[src/rtl/aud_pkg.sv]
// Shared types and constants for the audio SRAM arbiter.
package aud_pkg;

  localparam int unsigned ADDR_W_DEF = 20;
  localparam int unsigned DATA_W_DEF = 16;
  localparam logic [19:0] MAX_ADDR_DEF = 20'hFFFFF;

  typedef enum logic [2:0] {
    S_IDLE,
    S_REC_WAIT,
    S_REC_WE,
    S_REC_HOLD,
    S_PLAY
  } state_e;

  typedef enum logic [1:0] {
    MODE_IDLE = 2'd0,
    MODE_REC  = 2'd1,
    MODE_PLAY = 2'd2
  } mode_e;

endpackage

[src/rtl/aud_sram_arb.sv]
// Single-port audio SRAM arbiter: records samples from the recorder, serves reads to the
// playback DSP. The bidirectional dq pad is built at chip level from o_sram_dq / o_sram_dq_oe.
module aud_sram_arb
  import aud_pkg::*;
#(
  parameter int unsigned        ADDR_W   = ADDR_W_DEF,
  parameter int unsigned        DATA_W   = DATA_W_DEF,
  parameter logic [ADDR_W-1:0]  MAX_ADDR = ADDR_W'(MAX_ADDR_DEF)
) (
  input  logic              i_clk,
  input  logic              i_rst,
  input  logic              i_rec_start,
  input  logic              i_play_start,
  input  logic              i_stop,
  input  logic              i_rec_req,
  input  logic [DATA_W-1:0] i_rec_data,
  output logic              o_rec_ack,
  input  logic [ADDR_W-1:0] i_play_addr,
  output logic [DATA_W-1:0] o_play_data,
  input  logic              i_play_final,
  output logic [ADDR_W-1:0] o_final_addr,
  output logic [1:0]        o_mode,
  output logic              o_rec_full,
  output logic [ADDR_W-1:0] o_sram_addr,
  output logic [DATA_W-1:0] o_sram_dq,
  output logic              o_sram_dq_oe,
  input  logic [DATA_W-1:0] i_sram_dq,
  output logic              o_sram_we_n,
  output logic              o_sram_oe_n,
  output logic              o_sram_ce_n,
  output logic              o_sram_lb_n,
  output logic              o_sram_ub_n
);

  state_e              state_q, state_d;
  mode_e               mode_q, mode_d;
  logic [ADDR_W-1:0]   wr_ptr_q, wr_ptr_d;
  logic [ADDR_W-1:0]   final_addr_q, final_addr_d;
  logic [ADDR_W-1:0]   sram_addr_q, sram_addr_d;
  logic [DATA_W-1:0]   sram_dq_q, sram_dq_d;
  logic                rec_ack_q, rec_ack_d;
  logic                rec_full_q, rec_full_d;
  logic                we_n_q, we_n_d;
  logic                oe_n_q, oe_n_d;
  logic                dq_oe_q, dq_oe_d;
  logic                stop_pend_q, stop_pend_d;
  logic [ADDR_W-1:0]   ptr_inc;

  assign ptr_inc = wr_ptr_q + ADDR_W'(1);

  // Outputs are computed for the state being entered, so every SRAM strobe is a flop.
  always_comb begin
    // NOTE: every _d gets a default here so no path leaves it unassigned (no latches).
    state_d      = state_q;
    mode_d       = mode_q;
    wr_ptr_d     = wr_ptr_q;
    final_addr_d = final_addr_q;
    sram_addr_d  = sram_addr_q;
    sram_dq_d    = sram_dq_q;
    rec_ack_d    = 1'b0;
    rec_full_d   = rec_full_q;
    we_n_d       = 1'b1;
    oe_n_d       = oe_n_q;
    dq_oe_d      = 1'b0;
    stop_pend_d  = stop_pend_q;

    unique case (state_q)
      S_IDLE: begin
        if (i_stop) begin
          state_d = S_IDLE;
        end else if (i_rec_start) begin
          wr_ptr_d     = '0;
          final_addr_d = '0;
          rec_full_d   = 1'b0;
          stop_pend_d  = 1'b0;
          state_d      = S_REC_WAIT;
          mode_d       = MODE_REC;
        end else if (i_play_start && (final_addr_q != '0)) begin
          state_d = S_PLAY;
          mode_d  = MODE_PLAY;
          oe_n_d  = 1'b0;
        end
      end
      S_REC_WAIT: begin
        if (i_stop) begin
          final_addr_d = wr_ptr_q;
          state_d      = S_IDLE;
          mode_d       = MODE_IDLE;
        end else if (i_rec_req) begin
          sram_dq_d   = i_rec_data;
          sram_addr_d = wr_ptr_q;
          we_n_d      = 1'b0;
          dq_oe_d     = 1'b1;
          state_d     = S_REC_WE;
        end
      end
      S_REC_WE: begin
        // Data stays driven through HOLD so it outlasts the WE rising edge.
        stop_pend_d  = stop_pend_q | i_stop;
        dq_oe_d      = 1'b1;
        rec_ack_d    = 1'b1;
        wr_ptr_d     = ptr_inc;
        final_addr_d = ptr_inc;
        if (ptr_inc == MAX_ADDR) rec_full_d = 1'b1;
        state_d      = S_REC_HOLD;
      end
      S_REC_HOLD: begin
        if (rec_full_q || stop_pend_q || i_stop) begin
          stop_pend_d = 1'b0;
          state_d     = S_IDLE;
          mode_d      = MODE_IDLE;
        end else begin
          state_d = S_REC_WAIT;
        end
      end
      S_PLAY: begin
        if (i_stop || i_play_final) begin
          state_d = S_IDLE;
          mode_d  = MODE_IDLE;
          oe_n_d  = 1'b1;
        end
      end
      default: begin
        state_d = S_IDLE;
        mode_d  = MODE_IDLE;
        oe_n_d  = 1'b1;
      end
    endcase
  end

  always_ff @(posedge i_clk or posedge i_rst) begin
    // NOTE: sequential state uses non-blocking assignments only.
    if (i_rst) begin
      state_q      <= S_IDLE;
      mode_q       <= MODE_IDLE;
      wr_ptr_q     <= '0;
      final_addr_q <= '0;
      sram_addr_q  <= '0;
      sram_dq_q    <= '0;
      rec_ack_q    <= 1'b0;
      rec_full_q   <= 1'b0;
      we_n_q       <= 1'b1;
      oe_n_q       <= 1'b1;
      dq_oe_q      <= 1'b0;
      stop_pend_q  <= 1'b0;
    end else begin
      state_q      <= state_d;
      mode_q       <= mode_d;
      wr_ptr_q     <= wr_ptr_d;
      final_addr_q <= final_addr_d;
      sram_addr_q  <= sram_addr_d;
      sram_dq_q    <= sram_dq_d;
      rec_ack_q    <= rec_ack_d;
      rec_full_q   <= rec_full_d;
      we_n_q       <= we_n_d;
      oe_n_q       <= oe_n_d;
      dq_oe_q      <= dq_oe_d;
      stop_pend_q  <= stop_pend_d;
    end
  end

  // Playback reads bypass the address register so the DSP sees same-cycle data.
  assign o_sram_addr  = (state_q == S_PLAY) ? i_play_addr : sram_addr_q;
  assign o_play_data  = (state_q == S_PLAY) ? i_sram_dq : '0;
  assign o_sram_dq    = sram_dq_q;
  assign o_sram_dq_oe = dq_oe_q;
  assign o_sram_we_n  = we_n_q;
  assign o_sram_oe_n  = oe_n_q;
  assign o_rec_ack    = rec_ack_q;
  assign o_rec_full   = rec_full_q;
  assign o_final_addr = final_addr_q;
  assign o_mode       = mode_q;
  assign o_sram_ce_n  = 1'b0;
  assign o_sram_lb_n  = 1'b0;
  assign o_sram_ub_n  = 1'b0;

endmodule

[config.mk]
export PLATFORM = sky130hd
export DESIGN_NAME = aud_sram_arb
export DESIGN_NICKNAME = d
export VERILOG_FILES = /design/src/rtl/aud_pkg.sv /design/src/rtl/aud_sram_arb.sv
export SDC_FILE = /design/constraint.sdc
export NUM_CORES = 1
export LEC_CHECK = 0
export CAP_MARGIN = 20
export CORE_ASPECT_RATIO = 0.8
export CORE_UTILIZATION = 45
export CTS_CLUSTER_SIZE = 16
export DETAILED_ROUTE_END_ITERATION = 16
export PLACE_DENSITY = 0.74
export SKIP_LAST_GASP = 1
export SYNTH_ARGS = -nofsm -noshare
export SYNTH_HDL_FRONTEND = slang
export SYNTH_SLANG_ARGS = --single-unit
[constraint.sdc]
create_clock -name i_clk -period 4.25 [get_ports i_clk]
set_input_delay 0.85 -clock i_clk [delete_from_list [all_inputs] [get_ports i_clk]]
set_output_delay 0.85 -clock i_clk [all_outputs]
set_load 0.02 [all_outputs]
==> results.cfg, run 1 <==
[floorplanning]
dieArea_um2 = 10480
initial_core_util_pct = 46.60
core_um2 = 9729
fp.dieH_um = 91.79
ios = 141
rows = 32
die_x_um = 114.2

[routing]
drt-initial-drc-count = 283
drc = 0
vias = 4140
viasPerCell = 5.469
drtAntennaViolNets = 0
wirelength_um = 12040
wl_per_cell_um = 15.91
drtPass1Iterations = 5

[finish]
n_fill_cell = 828
multi_input_area_um2 = 2157
area_delta_synth_final_pct = 40.04
instances_no_fill = 757
fin_util_pct = 65.26
diodes = 0
register_area_um2 = 2180
layout-drive-gt1-share_pct = 12.24
nNetsFinal = 677

[timing]
finalCriticalPeriod_ns = 3.236
finalSetupTns_ns = 0
slew_violations = 0
skew_ns = 0.003528
max_slew.worst_pin.slew_ns = 0.9438
hold_ws_ns = 0.4974
maxClockFrequency_mhz = 309.0
slew_headroom_pct = 37.01
rsz0062_at_grt = no
fin_crit_sh_pct = 76.15
setup_viol = 0
finalHoldViolCount = 0

[clock_tree]
clk_pin_slew_worst_paths_ns = 0.06
tritoncts = done
clock_sinks = 87
hold_buffers = 0
cts_max_level = 3
cts_resized = 0
cts_buffers = 9
cts_buffer_depth = 2
cts-root-buf = clkbuf_16
post_cts_buffers = 0
clkLatencyLatePin_ns = 0.34

[synth]
seq_area_frac_synth_pct = 48.07
ys_ff_latch = 87
yosysTopAreaCellShare_pct = 46.91
synth-xor-area-share_pct = 1.159
synth_mux_area_share_pct = 7.947
synthTopCellsByArea = dfrtp_1, nand2_1, mux2_2, a21oi_1, nor2_1
syn_area_per_cell_um2 = 9.142
yosysUniqueCellTypes = 56
synth_top_family_by_area = simple AND/OR/NAND/NOR gates
yosys_warnings = 0
async_flop_share_pct = 100.0
synth_top_flop_cell = dfrtp_1
synth-simple-area-share_pct = 22.60
postSynthCellCount = 496
synth_fa_ha_area_share_pct = 0.5519
synth-edff-count = 0
synth_compound_area_share_pct = 14.76
yosys.area.top_type = dfrtp_1
syn-cell-area_um2 = 4534

[setup_path]
cpLargestDelayFamily = simple AND/OR/NAND/NOR gates
rr_worst_depth = 5
critPathLaunchType = register
rr_endpoint = sram_addr_q[12]
path_cells = or3b_2 -> nand2_1 -> nand2_1 -> clkdlybuf4s50_1
crit_start = state_q[2]
cp.depth = 4
reg2reg_slack_ns = 1.68
worstPathRequired_ns = 3.40
path_common_cell = nand2_1
worst-path-buf-inv = 1
arrival_ns = 2.39
slowest_stage = or3b_2
cpPeakStageDelay_ns = 0.73
r2r_start = state_q[1]
endpoint = o_sram_addr[12]
end_kind = output port
path_class = register to output port
cp_max_fo = 23

[place]
hpwl_um = 8649
place.gp.congestion = 0.8953
port_buffers = 137
place_inst = 741

[global_route]
grt_pass1_wl_um = 19980
antenna_found_initial = 0
grt.overflow.total = 0
grtUsageTotal_pct = 24.13
use_met1_pct = 31.14
use_met2_pct = 40.96
grtUsageMet3_pct = 5.552
grt_max_degree = 50
grt_pass1_vias = 4076
gr-max-usage-layer = met2

[power]
p_per_area_nw_per_um2 = 648.9
p_leak_nw = 2.786
ir_drop_mv = 0.4427

[outcome]
status = completed

[job]
drv_cap = 0

[min_path]
hold_path_class = register to register
## synth_stat cells, types with 2 or more instances
master	count
nand2_1	97
dfrtp_1	85
nor2_1	42
a21oi_1	35
mux2_2	31
o21ai_0	27
clkbuf_1	18
a31oi_1	17
and2_1	17
buf_2	12
nand3_1	10
inv_1	8
nor4_1	8
nand4_1	6
a21o_1	5
and4_1	5
nor2b_1	5
nor3_1	5
a31o_2	4
buf_4	3
xnor2_1	3
xor2_1	3
a211oi_1	2
a22o_1	2
a22oi_1	2
a32oi_1	2
and3_1	2
buf_6	2
dfstp_2	2
ha_1	2
inv_2	2
nand2b_1	2
nand3_4	2
o21a_1	2
o22a_1	2
o22ai_1	2
o31ai_1	2
or3_1	2
## cell type report
type                            instances  area share, %
Timing Repair Buffer                  144          22.62
Clock buffer                            9          3.547
Multi-Input combinational cell        364          33.97
Sequential cell                        87          34.33
Tap cell                              136          2.680
Inverter                               10         0.6108
Clock inverter                          7          2.246
## routing by layer
| layer | routed length, um | part of all wire, % |
|---|---|---|
| met1 | 5094 | 42 |
| met2 | 5866 | 49 |
| met3 | 924 | 7.7 |
| met4 | 157 | 1.3 |
| met5 | 0 | 0 |
## where the power goes
group / internal [W] / switching, W / total, W
Sequential: 0.00112 / 0.000269 / 0.00139
Combinational: 0.000818 / 0.000955 / 0.00177
Clock: 0.000637 / 0.000324 / 0.000960
## cells by family after synthesis
family                     Yosys count
xor gates and xnor gates             6
and+or+nand+nor                    211
AOI/OAI and AO/OA                  110
adders and majority gates            2
muxes                               32
other                                1
DFF                                 87
buffers and inverters               47
## worst reg2reg max path, cell delays in order (launching register included)
cell and delay, ns:
dfrtp_1 0.48, nand2b_1 0.24, nor2_1 0.10, buf_4 0.25
nand3_2 0.76, mux2_1 0.63
## per-stage QoR
| stage | power (W) | instance area (um^2) | setup slack [ns] |
|---|---|---|---|
| floorplan | 0.002373 | 4542 | 1.153 |
| detailed placement | 0.003170 | 5982 | 1.097 |
| CTS | 0.004146 | 6350 | 0.9989 |
| finish | 0.004120 | 6350 | 1.014 |
| global route | 0.004353 | 6350 | 0.8708 |
| global placement | 0.003127 | 5982 | 1.177 |
## flip-flops by register name, summed over array words and instances (netlist names), 2 cells and up
register and flops:
state_q 3, wr_ptr_q 20, o_final_addr 20, o_sram_dq 16, sram_addr_q 20, o_mode 2
## layout by cell type, fill, tap and decap left out, types with 3 or more instances in the layout
cell type and count:
and4_1 5, o21ai_0 27, mux2_2 31, nor2b_1 5
a21o_1 5, nor3_1 4, inv_1 7, a31o_2 4
xor2_1 3, xnor2_1 3, dfrtp_1 85, and2_1 17
a31oi_1 17, clkdlybuf4s50_1 137, a21oi_1 34, nor4_1 8
bufinv_16 4, buf_4 6, nand4_1 6, nand3_1 9
nand2_1 97, nor2_1 42, clkbuf_16 9, conb_1 3
## how the worst min path moves through the flow
| stage | from | end | slack (ns) | depth (start not counted) |
|---|---|---|---|---|
| 3_3_place_gp | sram_addr_q[0] | sram_addr_q[0] | 0.46 | 2 |
| 4_1_cts | sram_addr_q[12] | sram_addr_q[12] | 0.50 | 1 |
| 3_5_place_dp | sram_addr_q[18] | sram_addr_q[18] | 0.47 | 2 |
| 5_1_grt | sram_addr_q[11] | sram_addr_q[11] | 0.52 | 2 |
| 2_1_floorplan | sram_addr_q[0] | sram_addr_q[0] | 0.45 | 2 |
| 6_report | sram_addr_q[12] | sram_addr_q[12] | 0.50 | 1 |
No activity file was read; power rests on OpenSTA's default activity.
==> run 2: changes to the inputs <==
==> constraint.sdc (replaced) <==
create_clock -name i_clk -period 3.27 [get_ports i_clk]
set_input_delay 0.654 -clock i_clk [delete_from_list [all_inputs] [get_ports i_clk]]
set_output_delay 0.654 -clock i_clk [all_outputs]
set_load 0.02 [all_outputs]
==> results.cfg, run 2 (synthesis results as in run 1) <==
[floorplanning]
fp.dieH_um = 91.79
die_x_um = 114.2
dieArea_um2 = 10480
core_um2 = 9729
initial_core_util_pct = 46.60
ios = 141
rows = 32

[global_route]
antenna_found_initial = 0
grtUsageTotal_pct = 24.22
grt_pass1_wl_um = 19790
grt_pass1_vias = 3955
grt_max_degree = 48
grt.overflow.total = 0

[min_path]
hold_path_class = register to register
hp-start = sram_addr_q[0]

[setup_path]
r2r_start = wr_ptr_q[2]
worstPathRequired_ns = 2.62
slowest_stage = or3b_2
cp_max_fo = 23
worst-path-buf-inv = 1
end_kind = output port
critPathLaunchType = register
path_common_cell = nand2_1
path_cells = or3b_2 -> nand2_1 -> nand2_1 -> clkdlybuf4s50_1
arrival_ns = 2.39
crit_start = state_q[2]
cpPeakStageDelay_ns = 0.76
path_class = register to output port
cpLargestDelayFamily = simple AND/OR/NAND/NOR gates

[clock_tree]
cts-root-buf = clkbuf_16
clk_pin_slew_worst_paths_ns = 0.06
tritoncts = done
cts_buffers = 9
cts_resized = 0
clock_sinks = 87
hold_buffers = 0
clkLatencyLatePin_ns = 0.33
post_cts_buffers = 0
cts_buffer_depth = 2
cts_max_level = 3

[finish]
diodes = 0
final_common_cell = clkdlybuf4s50_1
fin_util_pct = 64.54
area_delta_synth_final_pct = 38.49
final_cell_mix = clkdlybuf4s50_1, nand2_1, dfrtp_1, nor2_1, a21oi_1
layout-drive-gt1-share_pct = 12.80
nNetsFinal = 681
design_area_um2 = 6280

[timing]
finalHoldViolCount = 0
finalSetupTns_ns = 0
fin_crit_sh_pct = 92.97
maxClockFrequency_mhz = 328.9
slew_headroom_pct = 50.21
slew_violations = 0
skew_ns = 0.004715
finalCriticalPeriod_ns = 3.040
setup_viol = 0
max_slew.worst_pin.slew_ns = 0.7412
rsz0062_at_grt = no

[place]
port_buffers = 137
place.gp.congestion = 0.9014
hpwl_um = 8910
placed_cell_area_um2 = 6000

[job]
drv_cap = 0

[routing]
drtAntennaViolNets = 0
drtPass1Iterations = 5
wirelength_um = 12180
drc = 0
viasPerCell = 5.369
wl_per_cell_um = 16.01
drt-initial-drc-count = 194
vias = 4086

[power]
ir_drop_mv = 0.6599
p_leak_nw = 2.753
p_per_area_nw_per_um2 = 809.3

[outcome]
status = completed
## run 2: changes by cell type in the layout (fill, tap and decap cells not counted)
cell,delta
buf_12,-1
bufinv_16,-4
clkinvlp_4,+2
inv_6,+1
buf_4,+5
clkinv_4,+1
## run 2: tightest hold or removal path: cells and delay by family, from the launching register on
family | cells | cell delay [ns]
and+or+nand+nor | 1 | 0.05
DFF | 1 | 0.35
AOI/OAI and AO/OA | 1 | 0.06
## run 2: area by class of cell
| cell class | count | area, um^2 |
|---|---|---|
| Fill cell | 826 | 3450 |
| Timing Repair Buffer | 148 | 1454 |
| Tap cell | 136 | 170.2 |
| Clock buffer | 9 | 225.2 |
| Clock inverter | 7 | 55.05 |
| Sequential cell | 87 | 2180 |
| Inverter | 10 | 38.79 |
| Multi-Input combinational cell | 364 | 2157 |
## run 2: worst paths after layout
| check | end | slack [ns] | cells after the start |
|---|---|---|---|
| hold / removal | sram_addr_q[0] | 0.49 | 2 |
| hold reg to reg | sram_addr_q[0] | 0.49 | 2 |
| setup reg to reg | o_final_addr[19] | 0.94 | 5 |
| min in group asynchronous | o_sram_dq[3] | 0.77 | 3 |
| setup / recovery | o_sram_addr[15] | 0.23 | 4 |
| max in group asynchronous | o_final_addr[2] | 2.04 | 3 |
## run 2: report_power, final
group          internal, W  switching [W]
combinational      0.00108        0.00124
sequential         0.00145       0.000359
clock             0.000522       0.000432
## run 2: metal layers
metal  vias to the layer above  GRT usage, %  routed length, um
li1                       1969             -                  -
met1                      1930         31.46               5290
met2                       170         40.61               5782
met3                        17         5.948                918
met4                         0         6.061                191
met5                         -             0                  0
## run 2: per-stage QoR
stage,power (W),worst slack (ns),std cells,hold WS [ns]
6_report,0.005082,0.2299,761,0.4925
3_3_place_gp,0.004091,0.6428,745,0.4873
3_5_place_dp,0.004150,0.5692,745,0.4925
5_1_grt,0.005391,0.1006,761,0.5144
4_1_cts,0.005122,0.2089,761,0.5063
2_1_floorplan,0.003085,0.3691,498,0.4497
==> run 3: changes to the inputs <==
--- a/config.mk
+++ b/config.mk
@@ -5,8 +5,8 @@
 export SDC_FILE = /design/constraint.sdc
 export NUM_CORES = 1
 export LEC_CHECK = 0
-export CAP_MARGIN = 20
 export CORE_ASPECT_RATIO = 0.8
+export CORE_MARGIN = 5
 export CORE_UTILIZATION = 45
 export CTS_CLUSTER_SIZE = 16
 export DETAILED_ROUTE_END_ITERATION = 16
==> results.cfg, run 3 (synthesis results as in run 1) <==
[outcome]
status = completed

[routing]
vias = 4111
drc = 0
drtAntennaViolNets = 0
drtPass1Iterations = 5
viasPerCell = 5.431
drt-initial-drc-count = 235
wl_per_cell_um = 16.38
wirelength_um = 12400

[floorplanning]
ios = 141
dieArea_um2 = 12200
rows = 32
die_x_um = 122.2
fp.dieH_um = 99.79
core_um2 = 9729
initial_core_util_pct = 46.60

[finish]
layout-drive-gt1-share_pct = 12.24
n_fill_cell = 798
design_area_um2 = 6289
area_delta_synth_final_pct = 38.69
final_common_cell = clkdlybuf4s50_1
nNetsFinal = 677
final_cell_mix = clkdlybuf4s50_1, nand2_1, dfrtp_1, nor2_1, a21oi_1
diodes = 0

[timing]
finalHoldViolCount = 0
slew_headroom_pct = 44.03
fin_crit_sh_pct = 92.70
skew_ns = 0.006013
slew_violations = 0
rsz0062_at_grt = no
maxClockFrequency_mhz = 329.9
setup_viol = 0
max_slew.worst_pin.slew_ns = 0.8331
finalCriticalPeriod_ns = 3.031
finalSetupTns_ns = 0

[clock_tree]
tritoncts = done
clkLatencyLatePin_ns = 0.33
cts_buffers = 9
cts_resized = 0
cts_max_level = 3
cts-root-buf = clkbuf_16
cts_buffer_depth = 2
clock_sinks = 87
hold_buffers = 0
clk_pin_slew_worst_paths_ns = 0.06
post_cts_buffers = 0

[min_path]
hold_path_class = register to register
hp-start = sram_addr_q[0]
hold_end = sram_addr_q[0]
worstHoldPathCells = 2

[setup_path]
reg2reg_slack_ns = 0.91
end_kind = output port
r2r_start = wr_ptr_q[2]
path_class = register to output port
rr_endpoint = o_final_addr[19]
worstPathRequired_ns = 2.62
arrival_ns = 2.38
rr_worst_depth = 5
critPathLaunchType = register
cp_max_fo = 23

[global_route]
grtUsageTotal_pct = 20.60
antenna_found_initial = 0
grt_pass1_vias = 3959
grt_max_degree = 54
grt.overflow.total = 0
grt_pass1_wl_um = 20130

[place]
placed_cell_area_um2 = 5982
hpwl_um = 9173
port_buffers = 137
place.gp.congestion = 0.9490

[power]
p_leak_nw = 2.750
p_per_area_nw_per_um2 = 819.0
ir_drop_mv = 0.6203

[job]
drv_cap = 0
## run 3: area by class of cell
cell class | instances | area, um^2 | area share (%)
clock buffers | 10 | 239.0 | 3.800
clock inverters | 6 | 67.56 | 1.074
inverters | 10 | 38.79 | 0.6168
multi-input cells | 364 | 2157 | 34.30
flip-flops and latches | 87 | 2180 | 34.66
well taps | 136 | 170.2 | 2.706
repair buffers | 144 | 1436 | 22.84
## run 3: metal layers
layer	part of all wire (%)	track usage (%)	routed length, um	up-vias
li1	-	-	-	1966
met3	9.2	5.352	1139	11
met4	0.88	4.303	109	0
met5	0	0	0	-
met2	48	34.42	5905	163
met1	42	27.25	5243	1971
## run 3: metrics by stage
step	hold WS [ns]	utilization [%]	std cells	power, W	worst slack, ns
2_1_floorplan	0.4497	-	498	0.003085	0.3691
3_3_place_gp	0.4729	61.48	741	0.004084	0.6480
3_5_place_dp	0.4759	61.48	741	0.004132	0.6053
4_1_cts	0.4905	64.63	757	0.005188	0.2458
6_report	0.4850	64.63	757	0.005150	0.2386
5_1_grt	0.5210	64.63	757	0.005457	0.1461
## run 3: worst max path at each step
stage | startpoint | to | slack, ns | cells past startpoint
6_report | state_q[2] | o_sram_addr[17] | 0.24 | 4
4_1_cts | state_q[2] | o_sram_addr[12] | 0.25 | 4
3_3_place_gp | state_q[1] | o_sram_addr[3] | 0.65 | 4
5_1_grt | state_q[2] | o_sram_addr[12] | 0.15 | 4
3_5_place_dp | state_q[2] | o_sram_addr[12] | 0.61 | 4
2_1_floorplan | i_rst | o_final_addr[0] | 0.37 | 1
## run 3: critical path, cell delays in order, from the launching register on
cell and delay (ns):
dfrtp_1 0.52, or3b_2 0.75, nand2_1 0.18, nand2_1 0.06, clkdlybuf4s50_1 0.53
## run 3: power breakdown
part	switching, W	internal [W]	leakage, nW	total [W]
logic	0.00124	0.00106	1.48	0.00230
clock network	0.000427	0.000617	0.145	0.00104
registers	0.000350	0.00145	1.12	0.00180
total	0.00202	0.00313	2.75	0.00515
